`src/rtl/ex_stage_md.sv`:
```
// ex_stage_md: MIPS execute stage with forwarding, RegDst select, ALU and an iterative mul/div unit.
// The datapath is combinational. mult/div take XLEN cycles, and HI/LO are readable the cycle after.
// MDStallE holds IF/ID/EX while an MD op or mfhi/mflo is waiting on the busy unit.
module ex_stage_md #(
  parameter int XLEN    = 32,
  parameter int REG_AW  = 5,
  parameter int MD_CNTW = 6
) (
  input  logic              clk,
  input  logic              rst_n,
  input  logic [2:0]        ALUControlE,
  input  logic              ALUSrcE,
  input  logic              RegDstE,
  input  logic [2:0]        MDOpE,
  input  logic              ValidE,
  input  logic [XLEN-1:0]   SrcADinE,
  input  logic [XLEN-1:0]   SrcBDinE,
  input  logic [XLEN-1:0]   SignImmE,
  input  logic [REG_AW-1:0] RdE,
  input  logic [REG_AW-1:0] RtE,
  input  logic [XLEN-1:0]   ALUOutM,
  input  logic [XLEN-1:0]   ResultW,
  input  logic [1:0]        ForwardAE,
  input  logic [1:0]        ForwardBE,
  output logic [XLEN-1:0]   ALUOutE,
  output logic [XLEN-1:0]   WriteDataE,
  output logic [REG_AW-1:0] WriteRegE,
  output logic              MDStallE,
  output logic              MDBusy
);

  localparam logic [2:0] OP_MULT = 3'd1;
  localparam logic [2:0] OP_DIV  = 3'd3;
  localparam logic [2:0] OP_DIVU = 3'd4;
  localparam logic [2:0] OP_MFHI = 3'd5;
  localparam logic [2:0] OP_MFLO = 3'd6;

  typedef enum logic {S_IDLE = 1'b0, S_RUN = 1'b1} md_state_e;

  md_state_e          state_q, state_d;
  logic [XLEN-1:0]    src_a, src_b, alu_res;
  logic [XLEN-1:0]    hi_q, hi_d, lo_q, lo_d;
  logic [XLEN-1:0]    acc_q, acc_d, wq_q, wq_d, opnd_q, opnd_d;
  logic [MD_CNTW-1:0] cnt_q, cnt_d;
  logic               is_div_q, is_div_d, neg_q, neg_d, rneg_q, rneg_d;
  logic               md_start, last_step, signed_op, a_neg, b_neg;
  logic [XLEN-1:0]    mag_a, mag_b, acc_step, wq_step, q_fin, r_fin;
  logic [XLEN:0]      mul_sum, div_shift;
  logic               div_take;
  logic [2*XLEN-1:0]  prod, prod_fin;

  // Operand forwarding: 01 takes the WB result, 10 the MEM result, otherwise the register file
  always_comb begin
    src_a = SrcADinE;
    if (ForwardAE == 2'b01) src_a = ResultW;
    else if (ForwardAE == 2'b10) src_a = ALUOutM;
    WriteDataE = SrcBDinE;
    if (ForwardBE == 2'b01) WriteDataE = ResultW;
    else if (ForwardBE == 2'b10) WriteDataE = ALUOutM;
  end

  assign src_b     = ALUSrcE ? SignImmE : WriteDataE;
  assign WriteRegE = RegDstE ? RdE : RtE;

  // Single-cycle ALU; mfhi/mflo replace its result with the registered HI/LO
  always_comb begin
    alu_res = '0;
    unique case (ALUControlE)
      3'b000: alu_res = src_a & src_b;
      3'b001: alu_res = src_a | src_b;
      3'b010: alu_res = src_a + src_b;
      3'b100: alu_res = src_a & ~src_b;
      3'b101: alu_res = src_a | ~src_b;
      3'b110: alu_res = src_a - src_b;
      3'b111: alu_res = {{(XLEN-1){1'b0}}, ($signed(src_a) < $signed(src_b))};
      default: alu_res = '0;
    endcase
    ALUOutE = alu_res;
    if (MDOpE == OP_MFHI) ALUOutE = hi_q;
    else if (MDOpE == OP_MFLO) ALUOutE = lo_q;
  end

  // Stall any MD consumer while the unit runs; a new op starts only from IDLE without a stall
  assign MDStallE  = ValidE & MDBusy & (MDOpE inside {[3'd1:3'd6]});
  assign md_start  = (state_q == S_IDLE) & ValidE & (MDOpE inside {[3'd1:3'd4]}) & ~MDStallE;
  assign last_step = (state_q == S_RUN) && (cnt_q == MD_CNTW'(XLEN - 1));

  // Signed ops run on magnitudes and fix the result signs on the final edge
  assign signed_op = (MDOpE == OP_MULT) || (MDOpE == OP_DIV);
  assign a_neg     = signed_op & src_a[XLEN-1];
  assign b_neg     = signed_op & WriteDataE[XLEN-1];
  assign mag_a     = a_neg ? ('0 - src_a) : src_a;
  assign mag_b     = b_neg ? ('0 - WriteDataE) : WriteDataE;

  // One iteration: shift-add for multiply, restoring subtract for divide
  always_comb begin
    mul_sum   = {1'b0, acc_q} + (wq_q[0] ? {1'b0, opnd_q} : '0);
    div_shift = {acc_q, wq_q[XLEN-1]};
    div_take  = div_shift >= {1'b0, opnd_q};
    if (is_div_q) begin
      acc_step = div_take ? (div_shift[XLEN-1:0] - opnd_q) : div_shift[XLEN-1:0];
      wq_step  = {wq_q[XLEN-2:0], div_take};
    end else begin
      acc_step = mul_sum[XLEN:1];
      wq_step  = {mul_sum[0], wq_q[XLEN-1:1]};
    end
    prod     = {acc_step, wq_step};
    prod_fin = neg_q ? ('0 - prod) : prod;
    q_fin    = neg_q ? ('0 - wq_step) : wq_step;
    r_fin    = rneg_q ? ('0 - acc_step) : acc_step;
  end

  // Next state of the MD datapath. A zero divisor makes every restoring step succeed, which
  // yields an all-ones quotient and leaves the dividend as the remainder. The quotient sign
  // flag is therefore suppressed for that case so that LO stays all ones.
  always_comb begin
    acc_d    = acc_q;
    wq_d     = wq_q;
    opnd_d   = opnd_q;
    cnt_d    = cnt_q;
    is_div_d = is_div_q;
    neg_d    = neg_q;
    rneg_d   = rneg_q;
    hi_d     = hi_q;
    lo_d     = lo_q;
    if (md_start) begin
      acc_d    = '0;
      wq_d     = mag_a;
      opnd_d   = mag_b;
      cnt_d    = '0;
      is_div_d = (MDOpE == OP_DIV) || (MDOpE == OP_DIVU);
      neg_d    = (a_neg ^ b_neg) & ~(is_div_d & (WriteDataE == '0));
      rneg_d   = a_neg;
    end else if (state_q == S_RUN) begin
      acc_d = acc_step;
      wq_d  = wq_step;
      cnt_d = cnt_q + MD_CNTW'(1);
      if (last_step) begin
        if (is_div_q) begin
          hi_d = r_fin;
          lo_d = q_fin;
        end else begin
          {hi_d, lo_d} = prod_fin;
        end
      end
    end
  end

  // MD datapath registers; reset discards any running operation and clears HI/LO
  always_ff @(posedge clk or negedge rst_n) begin
    if (!rst_n) begin
      acc_q    <= '0;
      wq_q     <= '0;
      opnd_q   <= '0;
      cnt_q    <= '0;
      is_div_q <= 1'b0;
      neg_q    <= 1'b0;
      rneg_q   <= 1'b0;
      hi_q     <= '0;
      lo_q     <= '0;
    end else begin
      acc_q    <= acc_d;
      wq_q     <= wq_d;
      opnd_q   <= opnd_d;
      cnt_q    <= cnt_d;
      is_div_q <= is_div_d;
      neg_q    <= neg_d;
      rneg_q   <= rneg_d;
      hi_q     <= hi_d;
      lo_q     <= lo_d;
    end
  end

  // FSM state register
  always_ff @(posedge clk or negedge rst_n) begin
    if (!rst_n) state_q <= S_IDLE;
    else        state_q <= state_d;
  end

  // FSM next state: IDLE -> RUN on start, RUN -> IDLE on the final step
  always_comb begin
    state_d = state_q;
    unique case (state_q)
      S_IDLE: if (md_start) state_d = S_RUN;
      S_RUN:  if (last_step) state_d = S_IDLE;
      default: state_d = S_IDLE;
    endcase
  end

  // FSM outputs
  always_comb begin
    MDBusy = (state_q == S_RUN);
  end

endmodule

```
`config.mk`:
```
export PLATFORM = sky130hd
export DESIGN_NAME = ex_stage_md
export DESIGN_NICKNAME = d
export VERILOG_FILES = /design/src/rtl/ex_stage_md.sv
export SDC_FILE = /design/constraint.sdc
export NUM_CORES = 1
export LEC_CHECK = 0
export BUFFER_PORTS_ARGS = -buffer_cell sky130_fd_sc_hd__buf_2
export CAP_MARGIN = 10
export CORE_AREA = 10 10 235 237
export DETAILED_ROUTE_END_ITERATION = 8
export DIE_AREA = 0 0 245 247
export PLACE_DENSITY_LB_ADDON = 0.05
export SETUP_SLACK_MARGIN = 0.2
export SYNTH_ARGS = -nofsm -noshare
export SYNTH_HDL_FRONTEND = slang
export SYNTH_SLANG_ARGS = --single-unit
```
`constraint.sdc`:
```
create_clock -name clk -period 5.59 [get_ports clk]
set_input_delay 0.559 -clock clk [delete_from_list [all_inputs] [get_ports clk]]
set_output_delay 0.559 -clock clk [all_outputs]
set_load 0.02 [all_outputs]
```
---- Word-level counts from Yosys, hierarchy flattened ----
Index checks and enable logic that the tools add are counted.
word-level totals
  bits in latches ......................... 0
  memories ................................ 0
  ROM bits ................................ 0
  memory bits (writable) .................. 0
  logic and storage cells ................. 98
  input bits .............................. 185
  register bits after elaboration ......... 170
cells by class
  shift operators ......................... 0
  equal/unequal tests ..................... 16
  add/sub/neg operators ................... 10
  order comparisons ....................... 5
  bitwise logic cells ..................... 19
  reductions and logical operators ........ 9
  div/mod/pow operators ................... 0
  $mul .................................... 0
  mux-type cells .......................... 29
operators with widths
  cell                                                    count
  2-to-1 mux 32 bit                                       21
  case mux 32 bit (7 select lines)                        1
  subtractor 1 x 32 -> 32 bit (first input constant)      4
  bitwise AND 32 bit                                      2
  2-to-1 mux 64 bit                                       1
  OR 32 bit                                               2
  subtractor 1 x 64 -> 64 bit (first input constant)      1
  subtractor 32 bit                                       2
  adder 32 x 32 -> 33 bit                                 1
  greater-or-equal comparator 33 x 32 -> 1 bit            1
  adder 32 bit                                            1
  logical NOT 32 bit                                      1
  less-than comparator 32 bit                             1
  NOT 32 bit                                              1
  equality test 3 bit (second input constant)             7
  2-to-1 mux 6 bit                                        2
  bitwise AND 1 bit                                       9
  adder 6 x 1 -> 6 bit (second input constant)            1
  equality test 3 x 1 -> 1 bit (second input constant)    2
  equality test 3 x 2 -> 1 bit (second input constant)    2
  equality test 6 x 5 -> 1 bit (second input constant)    1
  less-or-equal comparator 3 bit (second input constant)  2
  2-to-1 mux 5 bit                                        1
  equality test 2 x 1 -> 1 bit (second input constant)    2
  other kinds (11)                                        19

---- Depth between registers and ports, before layout ----
Gate-level depths: netlist of run 1.
  depth in word-level cells ............... 9
  depth in mapped cells ................... 24
  mapped depth without buffers ............ 20

---- Least setup slack after synthesis of run 1 ----
No wires, ideal clock.
  path kind ............................... in2out
  start ................................... in ForwardBE[1]
  end ..................................... out ALUOutE[30]
  data required time ...................... 5.031 ns
  buffers on the path ..................... 6
  stages on the path ...................... 21
  slack ................................... -0.465 ns
  data arrival time ....................... 5.496 ns
  cell sequence ........................... buf_2 -> buf_2 -> buf_2 -> buf_2 -> buf_2 -> mux2i_1 -> a21oi_1 -> mux2i_1 -> ha_1 -> clkbuf_1 -> a21o_1 -> a21oi_1 -> nor2_1 -> o21ai_0 -> a211o_1 -> a2111oi_0 -> nor2_1 -> a221oi_1 -> xor2_1 -> a221oi_1 -> o21ai_0
on the way
  elaborated cells on any way between the ends .. 15
  those cells by class .................... 2 x add/sub; 2 x eq/ne; 6 x mux; 5 x bitwise
RTL lines
  item                                               RTL line  RTL
  from (decl)                                        24        input logic [1:0] ForwardBE,
  equality test 2 bit                                59        else if (ForwardBE == 2'b10) WriteDataE = ALUOutM;
  2-to-1 mux 32 bit                                  59
  2-to-1 mux 32 bit *                                58        if (ForwardBE == 2'b01) WriteDataE = ResultW;
  net WriteDataE[18]                                 26        output logic [XLEN-1:0] WriteDataE,
  2-to-1 mux 32 bit *                                62        assign src_b = ALUSrcE ? SignImmE : WriteDataE;
  subtractor 32 bit or adder 32 bit (tied branches)  74, 71
  case mux 32 bit (7 select lines) *                 68        unique case (ALUControlE)
  2-to-1 mux 32 bit *                                80        else if (MDOpE == OP_MFLO) ALUOutE = lo_q;
  2-to-1 mux 32 bit *                                79        if (MDOpE == OP_MFHI) ALUOutE = hi_q;
  to (decl)                                          25        output logic [XLEN-1:0] ALUOutE,
Mark *: on every way through the listed nets, which the timed path passes. The rest lies on a longest branch.

---- Worst setup path after layout of run 1 ----
  start ................................... in ForwardBE[1]
  end ..................................... out ALUOutE[26]
on the way
  cells in the longest elaborated chain, start to end .. 9
  elaborated cells on any way between the ends .. 15
  those cells by class .................... 2 x add/sub; 2 x eq/ne; 6 x mux; 5 x bitwise
ends and longest elaborated chain
  item                                                                       RTL line
  equality test 2 bit                                                        59
  2-to-1 mux 32 bit                                                          59
  2-to-1 mux 32 bit *                                                        58
  2-to-1 mux 32 bit *                                                        62
  parallel branches: the longest is 2 deep, another holds subtractor 32 bit  --
  case mux 32 bit (7 select lines) *                                         68
  2-to-1 mux 32 bit *                                                        80
  2-to-1 mux 32 bit *                                                        79
Mark *: on every way between the ends.

==> results of run 1 <==
## critical path, delay by kind of cell
| family | cells | cell delay (ps) |
|---|---|---|
| mux | 1 | 100 |
| xor+xnor | 1 | 210 |
| simple gates | 2 | 180 |
| fa+ha+maj | 1 | 290 |
| compound gates | 11 | 2340 |
| buf+inv | 7 | 1040 |
## cells in the mapped netlist (29+ instances only)
master	count	area, sq um
ha_1	133	1660
o21ai_0	285	1430
maj3_1	30	300
nand2_1	344	1290
nand4_1	36	225
mux2_2	38	428
nor4_1	29	181
and2_1	45	282
nor2b_1	50	313
buf_2	44	220
nand3_1	71	355
mux2i_1	169	1690
xor2_1	64	561
xnor2_1	126	1100
a211oi_1	53	398
nor2_1	238	893
nor3_1	69	345
inv_1	142	533
dfrtp_1	170	4250
a21oi_1	277	1390
clkbuf_1	125	469
a21o_1	49	368
a31oi_1	30	188
or3_1	37	231
## cell type report
cell class,instances,area share
Tap cell,680,0.0314
Inverter,145,0.0202
Clock buffer,18,0.0162
Timing Repair Buffer,483,0.117
Sequential cell,170,0.157
Clock inverter,14,0.00623
Multi-Input combinational cell,2593,0.652
## per-stage QoR
step / area (sq um) / hold slack [ps]
6_report: 27100 / 48.0
5_1_grt: 27100 / 104
4_1_cts: 26700 / 73.4
3_5_place_dp: 26000 / 460
3_3_place_gp: 26000 / 462
2_1_floorplan: 23000 / 263
## sequential cells by signal (all words and copies together) (netlist names)
signal / cells
lo_q: 32
rneg_q: 1
cnt_q: 6
hi_q: 32
opnd_q: 32
acc_q: 32
neg_q: 1
is_div_q: 1
MDBusy: 1
wq_q: 32
## logic make-up (layout without fill, tap and decap cells)
family,count (synthesis),count (layout)
AO/OA/AOI/OAI,986,986
XOR/XNOR,190,190
adder cells (fa/ha/maj),167,167
buffers and inverters,344,660
flip-flops,170,170
multiplexers,207,207
AND/OR/NAND/NOR,1043,1043
## what timing repair did
action	CTS	global route
pin swaps	4	19
gates cloned	1	1
setup buffers	0	10
endpoints found under the hold margin	0	0
endpoints found under the setup margin	7	37
resized for setup	15	81
## path summary, 6_finish.rpt
path / from / endpoint / slack, ps / depth (start not counted)
min: rst_n / acc_q[17] / 50 / 1
max reg2reg: wq_q[0] / hi_q[31] / 470 / 15
min reg2reg: lo_q[7] / lo_q[7] / 490 / 2
max in group asynchronous: rst_n / MDBusy / 4360 / 2
max: ForwardBE[1] / ALUOutE[26] / 300 / 23
min in group clk: MDOpE[0] / is_div_q / 490 / 3
## layer usage
layer | vias to the layer above | share of wire | GRT usage
met1 | 12290 | 0.42 | 0.437
li1 | 11925 | - | -
met5 | - | 0.00041 | 0
met3 | 177 | 0.095 | 0.0657
met4 | 8 | 0.037 | 0.120
met2 | 1356 | 0.45 | 0.539
## power by group through the flow
| stage | combinational [mW] | sequential [mW] | clock, mW |
|---|---|---|---|
| final | 12.8 | 2.63 | 1.28 |
| after floorplan | 8.45 | 2.23 | 0 |
| after detailed placement | 12.3 | 2.60 | 0 |
| after global routing | 13.8 | 2.69 | 1.34 |
| after CTS | 12.4 | 2.59 | 1.29 |
| after global placement | 12.2 | 2.59 | 0 |
==> impl_metrics.toml, run 1 <==
[synth]
synth_ff_type = "dfrtp_1"
synth_top_family_by_area = "compound AO/OA/AOI/OAI gates"
ys_warn_count = 0
synth-xor-area-share = 0.0725
synth_cell_type_count = 110
ys_seq_elements = 170
muxShareOfSynthArea = 0.0923
synth_fa_ha_area_frac = 0.0890
synth-edff-count = 0
yosysSeqAreaShare = 0.185
synth.cell_area_sq_um = 23000
async_flop_share = 1.00
synthCells = 3107
synth-simple-area-share = 0.224
synth_compound_area_frac = 0.276
syn-num-nets = 3429
avgSynthCellArea_sq_um = 7.39

[clocking]
cts.clk_slew.worst_paths_ps = 90
worstSkewPairLatency_ps = 470
cts.path.max_buffers = 2
cts_tree = "done"
holdBufCountCts = 0
h-tree-depth = 4
root_buffer = "clkbuf_16"
cts_buffers = 17
numClockSinks = 170

[floorplanning]
die-height_um = 247
fp.dieW_um = 245
coreArea_sq_um = 50700
start_util = 0.453
row_count = 83
pin_count = 256
die_area_sq_um = 60500

[layout]
stdcell_count = 4103
insertedDiodeCount = 0
final_cell_mix = "nand2_1, o21ai_0, a21oi_1, buf_2, nor2_1"
layout.nets = 3732
area_delta_synth_final_pct = 18.1
fillCellCount = 5066
final_common_cell = "nand2_1"
utilization = 0.535
layout-drive-gt1-share = 0.204
multi_input_area_sq_um = 17700
seq_area_sq_um = 4260

[hold_path]
hold_class = "input port to asynchronous set/reset pin"

[place]
post-dp-hpwl_um = 84800
port_buffers = 255
placedCellCount = 4059
gp_congestion = 1.01
post-place-ws_ps = -50.5

[critical_path]
cp.required_ps = 5030
crit_slowest_cell = "a311o_2"
worstPathArrival_ps = 4730
end_kind = "primary output"
crit_fanout = 18
worstPathCellList = "buf_12 -> buf_12 -> nor2b_2 -> a211oi_1 -> a21oi_1 -> mux2i_2 -> buf_4 -> ha_4 -> inv_1 -> a21oi_2 -> nor2_2 -> a21o_1 -> a311o_2 -> a211o_1 -> a2111oi_4 -> buf_4 -> o21ai_1 -> o21ai_1 -> xor2_1 -> a222oi_1 -> buf_4 -> a21oi_2 -> buf_6"
critical_path_class = "input port to primary output"
cpMostUsedCell = "buf_4"
critPathMaxStageDelay_ps = 470
start_kind = "input port"

[global_routing]
antenna_found_initial = 5
grt_util_all_layers = 0.334
grt_max_degree = 128
grt_pass1_vias = 24549
grt_overflow = 0
grt_pass1_wl_um = 156000

[timing]
slew_violations = 0
fin_skew_ps = 16.5
relSlewSlack = 0.237
post-route-period-util = 0.945
fin_ws_ps = 305
fin_crit_ps = 5290
finalSetupTns_ps = 0
max_freq_mhz = 189
rsz0062_at_grt = "yes"
final-hold-violation-count = 0
tightest_slew_ps = 1140
setup-violations-final = 0

[power_and_ir_drop]
power_frac_seq = 0.157
peakVddDrop_uv = 353
power_frac_clock = 0.077
pwr_density_cell_nw_per_um2 = 617
power.internal_mw = 7.23
leakage_nw = 12.1
p_comb_frac = 0.766
p_sw_mw = 9.51
total_power_mw = 16.7
power_switching_share = 0.568

[route]
routed_wl_um = 104000
vias = 25756
drc = 0
ant_nets = 0
drt-initial-drc-count = 2859
via_per_inst = 6.28
wl_per_cell_um = 25.5
drtPass1Iterations = 5

[flow_run]
drv_cap = 0

[outcome]
status = "complete, no violations"
Note: power is estimated with default switching activity, not from simulation.
==> run 2: changes to the inputs <==
--- a/config.mk
+++ b/config.mk
@@ -7,9 +7,10 @@
 export LEC_CHECK = 0
 export BUFFER_PORTS_ARGS = -buffer_cell sky130_fd_sc_hd__buf_2
 export CAP_MARGIN = 10
-export CORE_AREA = 10 10 235 237
+export CORE_AREA = 10 10 211 263
+export CTS_CLUSTER_DIAMETER = 120
 export DETAILED_ROUTE_END_ITERATION = 8
-export DIE_AREA = 0 0 245 247
+export DIE_AREA = 0 0 221 273
 export PLACE_DENSITY_LB_ADDON = 0.05
 export SETUP_SLACK_MARGIN = 0.2
 export SYNTH_ARGS = -nofsm -noshare
==> constraint.sdc (replaced) <==
create_clock -name clk -period 4.6 [get_ports clk]
set_input_delay 0.46 -clock clk [delete_from_list [all_inputs] [get_ports clk]]
set_output_delay 0.46 -clock clk [all_outputs]
set_load 0.02 [all_outputs]
==> run 2 against run 1 <==
- the run now ends with negative setup slack left
- sequential cell count did not move
- sequential share of layout area fell by 3.0 points
- clock skew rose by 1.3 ps
- setup slack got worse by 570 ps
- die area fell by 0.30%
==> impl_metrics.toml, run 2 (same netlist as run 1, synthesis figures left out) <==
[outcome]
status = "complete, but fails checks"
violations = "negative setup slack"

[clocking]
holdBufCountCts = 0
root_buffer = "clkbuf_16"
cts.clk_slew.worst_paths_ps = 70
cts_tree = "done"
worstSkewPairLatency_ps = 470
numClockSinks = 170
cts.path.max_buffers = 2
cts_buffers = 17
h-tree-depth = 4

[timing]
finalSetupTns_ps = -2630
max_freq_mhz = 205
tightest_slew_ps = 1150
rsz0062_at_grt = "yes"
post-route-period-util = 1.06
setup-violations-final = 22
relSlewSlack = 0.235
fin_skew_ps = 17.8
final-hold-violation-count = 0
slew_violations = 0
fin_ws_ps = -270
fin_crit_ps = 4870

[place]
post-dp-hpwl_um = 94200
placed_area_sq_um = 29300
post-place-ws_ps = -599
port_buffers = 255
gp_congestion = 1.06

[floorplanning]
fp.dieW_um = 221
start_util = 0.458
die-height_um = 273
pin_count = 256
row_count = 92
die_area_sq_um = 60300
coreArea_sq_um = 50200

[power_and_ir_drop]
pwr_density_cell_nw_per_um2 = 806
peakVddDrop_uv = 581
leakage_nw = 15.1

[global_routing]
grt_util_all_layers = 0.371
grt_pass1_vias = 28354
antenna_found_initial = 5
grt_max_degree = 79
grt_overflow = 0
grt_pass1_wl_um = 174000

[route]
drtPass1Iterations = 8
vias = 28877
drt-initial-drc-count = 2737
wl_per_cell_um = 26.1
via_per_inst = 6.26
routed_wl_um = 120000
drc = 0
ant_nets = 0

[hold_path]
hold_class = "input port to asynchronous set/reset pin"

[layout]
final_cell_area_sq_um = 33700
final_common_cell = "buf_4"
final_cell_mix = "buf_4, nand2_1, buf_2, nor2_1, o21ai_0"
layout-drive-gt1-share = 0.389
fillCellCount = 4229
area_delta_synth_final_pct = 46.8
utilization = 0.672
layout.nets = 4266

[critical_path]
worstPathArrival_ps = 4410
end_kind = "primary output"
cp.required_ps = 4140
critPathMaxStageDelay_ps = 410
crit_fanout = 7
start_kind = "input port"
crit_slowest_cell = "a311o_2"
critical_path_class = "input port to primary output"
worstPathCellList = "buf_12 -> buf_8 -> mux2i_1 -> mux2_4 -> nor2_4 -> a21oi_2 -> ha_1 -> inv_2 -> buf_6 -> a21oi_2 -> o21ai_2 -> a21o_1 -> a311o_2 -> a211o_1 -> a2111oi_4 -> o21ai_1 -> o21ai_1 -> xor2_1 -> a222oi_1 -> buf_4 -> a21oi_4 -> buf_6"

[flow_run]
drv_cap = 0
[run 2: cell count changes in the layout (fill, tap and decap cells not counted), moves of 22 or more]
cell / delta
buf_2: -22
o21ai_0: -58
o21ai_1: +31
ha_4: +31
a21oi_2: +35
ha_1: -36
a21oi_1: -46
buf_6: +37
buf_4: +507
[run 2: final cells by class]
cell class / count / area, sq um / share of cell area
flip-flops and latches: 170 / 4270 / 0.127
multi-input cells: 2593 / 20000 / 0.593
clock inverters: 14 / 149 / 0.00442
diodes: 1 / 2.50 / 0.0000742
well taps: 658 / 823 / 0.0244
inverters: 145 / 547 / 0.0162
repair buffers: 1017 / 7490 / 0.222
clock buffers: 18 / 439 / 0.0130
[run 2: path summary, 6_finish.rpt]
check	startpoint	endpoint	slack, ps	cells after the start
max	ForwardBE[1]	ALUOutE[26]	-270	22
min	rst_n	acc_q[16]	40	1
max reg2reg	opnd_q[20]	hi_q[15]	90	18
min reg2reg	lo_q[31]	lo_q[31]	500	2
max in group asynchronous	rst_n	acc_q[17]	3460	2
min in group clk	MDOpE[0]	is_div_q	390	3
[run 2: repair_timing]
action                                  CTS  global route
pin swaps                                80           167
resized for setup                       260           316
gates cloned                              1             0
endpoints found under the setup margin   54            73
setup buffers                            77            63
hold endpoints to repair                  0             0
[run 2: per-layer routing]
metal,global-route usage,part of all wire,vias up,routed length [um]
met4,0.279,0.090,8,10900
met2,0.645,0.48,1513,57500
met3,0.0595,0.069,479,8330
li1,-,-,12975,-
met1,0.402,0.36,13902,43500
met5,0,0.00039,-,47
[run 2: critical path, delay by kind of cell]
family / cells / cell delay, ps
adder cells (fa/ha/maj): 1 / 320
XOR/XNOR: 1 / 220
buffers and inverters: 6 / 750
multiplexers: 2 / 400
AND/OR/NAND/NOR: 1 / 110
AO/OA/AOI/OAI: 11 / 2130
[run 2: metrics by stage]
step	power [mW]	hold slack (ps)	cells
after floorplan	13.1	164	3107
after global placement	21.3	450	4442
after global routing	28.3	99.7	4615
final	27.2	39.0	4616
after CTS	24.1	94.6	4552
after detailed placement	21.6	470	4442
[run 2: report_power, final]
part	switching [mW]	internal [mW]	leakage, nW
logic	12.8	9.74	12.8
clock network	0.748	0.739	0.284
registers	0.865	2.26	2.09
